$ cat config.mk
export PLATFORM = sky130hd
export DESIGN_NAME = multicycle_control
export DESIGN_NICKNAME = d
export VERILOG_FILES = /design/src/rtl/cpu16_pkg.sv /design/src/rtl/control_decode.sv /design/src/rtl/multicycle_control.sv
export SDC_FILE = /design/constraint.sdc
export NUM_CORES = 1
export LEC_CHECK = 0
export ABC_AREA = 0
export CORE_ASPECT_RATIO = 0.75
export CORE_UTILIZATION = 45
export CTS_BUF_LIST = sky130_fd_sc_hd__clkbuf_16
export DETAILED_ROUTE_END_ITERATION = 16
export MAX_ROUTING_LAYER = met4
export PLACE_DENSITY = 0.84
export SETUP_SLACK_MARGIN = 0.2
export SKIP_LAST_GASP = 1
export SLEW_MARGIN = 10
export SYNTH_ARGS = -nofsm -noshare
export SYNTH_HDL_FRONTEND = slang
export SYNTH_SLANG_ARGS = --single-unit
$ cat constraint.sdc
create_clock -name clk -period 3.87 [get_ports clk]
set_input_delay 0.9675 -clock clk [delete_from_list [all_inputs] [get_ports clk]]
set_output_delay 0.9675 -clock clk [all_outputs]
set_load 0.005 [all_outputs]
$ cat src/rtl/cpu16_pkg.sv
// Shared encodings for the 16-bit multi-cycle CPU: opcodes, controller states,
// ALU operation codes, PC source selects and the decoded instruction class.
package cpu16_pkg;

    localparam logic [3:0] OP_R    = 4'b0000;
    localparam logic [3:0] OP_ADDI = 4'b0001;
    localparam logic [3:0] OP_SLTI = 4'b0010;
    localparam logic [3:0] OP_LW   = 4'b0011;
    localparam logic [3:0] OP_SW   = 4'b0100;
    localparam logic [3:0] OP_BEQ  = 4'b0101;
    localparam logic [3:0] OP_J    = 4'b0110;
    localparam logic [3:0] OP_HALT = 4'b1111;

    typedef enum logic [2:0] {
        S_FETCH  = 3'd0,
        S_DECODE = 3'd1,
        S_EXEC   = 3'd2,
        S_MEM    = 3'd3,
        S_WB     = 3'd4,
        S_HALT   = 3'd5
    } state_e;

    localparam logic [2:0] ALU_ADD   = 3'b000;
    localparam logic [2:0] ALU_SUB   = 3'b001;
    localparam logic [2:0] ALU_SLT   = 3'b100;
    localparam logic [2:0] ALU_FUNCT = 3'b111;

    localparam logic [1:0] PC_INC    = 2'b00;
    localparam logic [1:0] PC_BRANCH = 2'b01;
    localparam logic [1:0] PC_JUMP   = 2'b10;

    // is_imm_alu covers ADDI and SLTI; is_slti picks the compare within that class.
    typedef struct packed {
        logic is_r;
        logic is_imm_alu;
        logic is_slti;
        logic is_lw;
        logic is_sw;
        logic is_beq;
        logic is_j;
        logic is_halt;
        logic is_illegal;
    } instr_class_t;

endpackage

$ cat src/rtl/control_decode.sv
// Combinational opcode classifier feeding the main controller.
module control_decode
    import cpu16_pkg::*;
(
    input  logic [3:0]   opcode,
    output instr_class_t cls
);

    always_comb begin
        // NOTE: every output gets a default before the case so no path can infer a latch.
        cls = '0;
        case (opcode)
            OP_R:    cls.is_r       = 1'b1;
            OP_ADDI: cls.is_imm_alu = 1'b1;
            OP_SLTI: begin
                cls.is_imm_alu = 1'b1;
                cls.is_slti    = 1'b1;
            end
            OP_LW:   cls.is_lw      = 1'b1;
            OP_SW:   cls.is_sw      = 1'b1;
            OP_BEQ:  cls.is_beq     = 1'b1;
            OP_J:    cls.is_j       = 1'b1;
            OP_HALT: cls.is_halt    = 1'b1;
            default: cls.is_illegal = 1'b1;
        endcase
    end

endmodule

$ cat src/rtl/multicycle_control.sv
// Multi-cycle main controller: sequences FETCH/DECODE/EXEC/MEM/WB, drives the
// datapath strobes, stalls on mem_ready and counts retired instructions.
module multicycle_control
    import cpu16_pkg::*;
#(
    parameter int CNT_W = 16
) (
    input  logic             clk,
    input  logic             rst_n,
    input  logic [15:0]      instr,
    input  logic             zero,
    input  logic             mem_ready,
    output logic             pc_write,
    output logic [1:0]       pc_src,
    output logic             ir_write,
    output logic             reg_write,
    output logic             reg_dst,
    output logic             mem_to_reg,
    output logic             alu_src_b,
    output logic [2:0]       alu_op,
    output logic             mem_read,
    output logic             mem_write,
    output logic             halted,
    output logic [2:0]       state,
    output logic [CNT_W-1:0] retired
);

    state_e           state_q, state_d;
    logic [CNT_W-1:0] retired_q, retired_d;
    logic             retire;
    instr_class_t     cls;

    // Register and immediate fields belong to the datapath, not the controller.
    logic unused_instr_bits;
    assign unused_instr_bits = ^instr[11:0];

    control_decode u_decode (
        .opcode (instr[15:12]),
        .cls    (cls)
    );

    always_comb begin
        state_d = state_q;
        retire  = 1'b0;
        case (state_q)
            S_FETCH: begin
                if (mem_ready) state_d = S_DECODE;
            end
            S_DECODE: begin
                if (cls.is_halt) begin
                    state_d = S_HALT;
                end else if (cls.is_j || cls.is_illegal) begin
                    state_d = S_FETCH;
                    retire  = 1'b1;
                end else begin
                    state_d = S_EXEC;
                end
            end
            S_EXEC: begin
                if (cls.is_lw || cls.is_sw) begin
                    state_d = S_MEM;
                end else if (cls.is_beq) begin
                    state_d = S_FETCH;
                    retire  = 1'b1;
                end else begin
                    state_d = S_WB;
                end
            end
            S_MEM: begin
                if (mem_ready) begin
                    if (cls.is_lw) begin
                        state_d = S_WB;
                    end else begin
                        state_d = S_FETCH;
                        retire  = 1'b1;
                    end
                end
            end
            S_WB: begin
                state_d = S_FETCH;
                retire  = 1'b1;
            end
            S_HALT:  state_d = S_HALT;
            default: state_d = S_FETCH;
        endcase
        retired_d = retire ? retired_q + CNT_W'(1) : retired_q;
    end

    // Synchronous reset: rst_n is only looked at on the rising edge.
    always_ff @(posedge clk) begin
        // NOTE: state is updated with non-blocking assignments so every flop samples pre-edge values.
        if (!rst_n) begin
            state_q   <= S_FETCH;
            retired_q <= '0;
        end else begin
            state_q   <= state_d;
            retired_q <= retired_d;
        end
    end

    // Strobes decode the current state and opcode; rst_n low forces everything quiet.
    always_comb begin
        pc_write   = 1'b0;
        pc_src     = PC_INC;
        ir_write   = 1'b0;
        reg_write  = 1'b0;
        reg_dst    = 1'b0;
        mem_to_reg = 1'b0;
        alu_src_b  = 1'b0;
        alu_op     = ALU_ADD;
        mem_read   = 1'b0;
        mem_write  = 1'b0;
        halted     = 1'b0;
        if (rst_n) begin
            case (state_q)
                S_FETCH: begin
                    mem_read = 1'b1;
                    ir_write = mem_ready;
                    pc_write = mem_ready;
                end
                S_DECODE: begin
                    if (cls.is_j) begin
                        pc_write = 1'b1;
                        pc_src   = PC_JUMP;
                    end
                end
                S_EXEC: begin
                    if (cls.is_r) begin
                        alu_op = ALU_FUNCT;
                    end else if (cls.is_imm_alu) begin
                        alu_src_b = 1'b1;
                        alu_op    = cls.is_slti ? ALU_SLT : ALU_ADD;
                    end else if (cls.is_lw || cls.is_sw) begin
                        alu_src_b = 1'b1;
                    end else if (cls.is_beq) begin
                        alu_op   = ALU_SUB;
                        pc_src   = PC_BRANCH;
                        pc_write = zero;
                    end
                end
                S_MEM: begin
                    mem_read  = cls.is_lw;
                    mem_write = cls.is_sw;
                end
                S_WB: begin
                    reg_write  = 1'b1;
                    reg_dst    = cls.is_r;
                    mem_to_reg = cls.is_lw;
                end
                S_HALT:  halted = 1'b1;
                default: ;
            endcase
        end
    end

    assign state   = state_q;
    assign retired = retired_q;

endmodule
==> results of run 1 <==
Yosys cell counts, drive strengths merged (4+ instances only):
cell	count
a21oi	19
buf	7
clkbuf	4
dfxtp	19
inv	6
nand2	13
nand2b	4
nand3	9
nand4	6
nor2	13
nor3	7
o21ai	14
or3	10
flip-flops by register name, indices dropped and copies added, names as in the netlist:
name / cells
retired: 16
state: 3
layout make-up:
cell class                 count  area [um2]  area share (%)
multi-input combinational    129       807.0           44.24
clock inverter                 1       5.005          0.2743
clock buffer                   3       75.07           4.115
sequential                    19       380.4           20.85
timing repair buffer          51       489.2           26.82
tap                           36       45.04           2.469
inverter                       6       22.52           1.235
worst reg2reg max path, delay by kind of cell, from the launching register on:
kind,cells,cell delay [ps]
flops,1,690
simple gates,3,1010
compound gates,2,220
buf+inv,1,240
power by group through the flow:
stage | Sequential [W] | Clock (W) | Combinational [W]
after detailed placement | 0.000212 | 0 | 0.0000708
after floorplan | 0.000207 | 0 | 0.0000478
after global routing | 0.000210 | 0.000222 | 0.0000832
final | 0.000209 | 0.000212 | 0.0000766
after global placement | 0.000212 | 0 | 0.0000682
after CTS | 0.000208 | 0.000212 | 0.0000732
what timing repair did:
action                                  4_1_cts  5_1_grt
endpoints found under the setup margin        6        8
resized for setup                             6        9
buffers inserted                              3        1
pin swaps                                     0        1
path summary, 6_finish.rpt:
check | start | end | cells after the start
hold / removal | retired[14] | retired[14] | 2
setup / recovery | rst_n | mem_to_reg | 6
hold reg to reg | retired[14] | retired[14] | 2
setup reg to reg | state[0] | retired[15] | 6
logic make-up (layout without fill, tap and decap cells):
family / count (synthesis) / in the layout / share of synthesized area, %
xor gates and xnor gates: 2 / 2 / 1.402
muxes: 2 / 2 / 1.602
AOI/OAI and AO/OA: 44 / 44 / 20.82
buffers and inverters: 17 / 61 / 7.707
adders and majority gates: 1 / 1 / 1.001
and+or+nand+nor: 80 / 80 / 37.04
DFF: 19 / 19 / 30.43
stage by stage:
step / instances / setup slack [ps]
2_1_floorplan: 165 / 1078
3_5_place_dp: 237 / 36.84
4_1_cts: 244 / 169.7
6_report: 245 / 259.3
5_1_grt: 245 / 201.3
3_3_place_gp: 237 / 74.95
per-layer routing:
layer	global-route usage [%]	up-vias	routed length, um
li1	-	698	-
met2	39.13	42	1723
met5	-	-	0
met4	3.256	0	8
met3	4.286	2	175
met1	30.80	685	1615
cells in the final DEF, fill, tap and decap left out, types with 6 or more instances in the layout:
cell              n
a21oi_1          19
buf_4            11
o21ai_0           8
dfxtp_1          19
inv_1             6
o21ai_1           6
nand2_1          13
clkdlybuf4s50_1  30
nor2_1           12
nand3_1           9
or3_1             9
==> impl_metrics.py, run 1 <==
metrics = {
    "timing": {
        "fin_crit_sh_pct": 93.30,
        "setup-tns-final_ps": 0,
        "slew_violations": 0,
        "hold_violations": 0,
        "hold_slack_ps": 503.9,
        "max_freq_ghz": 0.2770,
        "tightestPinTransition_ps": 591.6,
        "fin_skew_ps": 3.788,
        "setup_viol": 0,
        "rsz0062_at_grt": "no",
        "final.min_clock_period_ps": 3611,
        "relSlewSlack_pct": 60.51,
    },
    "setup_path": {
        "cp-start-kind": "input pin",
        "path_class": "in2out",
        "cp_slowest_cell": "clkdlybuf4s50_1",
        "reg2reg_setup_slack_ps": 1630,
        "cp-end-kind": "output pin",
        "crit_top_cell": "clkdlybuf4s50_1",
        "critical_path.top_delay_family": "buffers and inverters",
        "cp.buffers_inverters": 3,
        "path_cells": "clkdlybuf4s50_1 -> buf_4 -> nand2_1 -> nor3_2 -> and2_1 -> clkdlybuf4s50_1",
        "cp.arrival_ps": 2640,
        "crit_path_max_fanout": 7,
        "slowest_delay_ps": 500,
        "critPathRequiredTime_ps": 2900,
    },
    "drt": {
        "antenna_left": 0,
        "vias": 1427,
        "firstDrtPassIters": 4,
        "viasPerCell": 5.824,
        "drt-total-wl_mm": 3.522,
        "drt_iter0_markers": 126,
        "wl_per_cell_um": 14.38,
        "drc_errors": 0,
    },
    "pwr": {
        "total_power_w": 0.0004973,
        "pwr-share-seq_pct": 42.0,
        "p_sw_share_pct": 24.75,
        "vdd_drop_max_mv": 0.2485,
        "pwr-share-clk_pct": 42.6,
        "p_sw_w": 0.0001231,
        "combPwrFrac_pct": 15.4,
        "intPower_w": 0.0003742,
        "p_leak_nw": 0.7258,
        "power_density_mw_per_mm2": 272.6,
    },
    "place": {
        "routabilityCongestion": 0.8231,
        "dp_hpwl_mm": 2.374,
        "placed_area_mm2": 0.001674,
        "io_buffers": 40,
    },
    "yosys": {
        "synth_top_area_share_pct": 30.43,
        "synth-edff-count": 0,
        "synth_top_area_cell": "dfxtp_1",
        "syn_area_mm2": 0.001250,
        "synth_cell_types": 42,
        "yosysWarnings": 0,
        "yosys-top-cells-area": "dfxtp_1 30%, a21oi_1 7.6%, or3_1 5.0%",
        "synthesis.nets": 186,
        "yosysSeqAreaShare_pct": 30.43,
        "synth_async_sr_flop_share_pct": 0,
        "synthesis.instances": 165,
        "avgSynthCellArea_um2": 7.575,
        "ys_ff_latch": 19,
        "synth_flop_cell": "dfxtp_1",
    },
    "grt": {
        "grt-ovfl-total": 0,
        "grt_pass1_wl_mm": 5.202,
        "grt_use_total_pct": 23.42,
        "antenna_found_initial": 0,
        "grt_max_degree": 30,
        "grt_pass1_vias": 1134,
    },
    "clock_network": {
        "worst_skew_pair.late_latency_ps": 250,
        "cts_max_path_buffers": 2,
        "cts_inserted_buffers": 3,
        "cts_hold_buf": 0,
        "root_buffer": "clkbuf_16",
        "cts.sinks": 19,
        "cts_max_level": 1,
        "cts_tree": "done",
        "cts.clk_slew.worst_paths_ps": 60,
    },
    "layout": {
        "n_fill_cell": 206,
        "final_nets": 231,
        "design_area_mm2": 0.001824,
        "syn_to_final_growth_pct": 45.95,
        "antenna_cells": 0,
        "drive_gt1_share_pct": 12.92,
        "fin_util_pct": 69.56,
    },
    "die": {
        "die_y_um": 47.64,
        "ios": 53,
        "die_w_um": 62.86,
        "initial_core_util_pct": 47.66,
        "dieArea_mm2": 0.002994,
        "core_mm2": 0.002623,
        "rows": 16,
    },
    "run_status": {
        "outcome": "complete, no violations",
    },
    "job": {
        "maxCapViolCount": 0,
    },
    "hold_path": {
        "hp-class": "reg2reg",
    },
}
(Power assumes the default switching activity.)
==> inputs of run 2 (changes only) <==
--- a/config.mk
+++ b/config.mk
@@ -14,7 +14,6 @@
 export PLACE_DENSITY = 0.84
 export SETUP_SLACK_MARGIN = 0.2
 export SKIP_LAST_GASP = 1
-export SLEW_MARGIN = 10
 export SYNTH_ARGS = -nofsm -noshare
 export SYNTH_HDL_FRONTEND = slang
 export SYNTH_SLANG_ARGS = --single-unit
==> results of run 2 <==
Same layout as run 1: the final DEF is identical, and so are final timing and power.
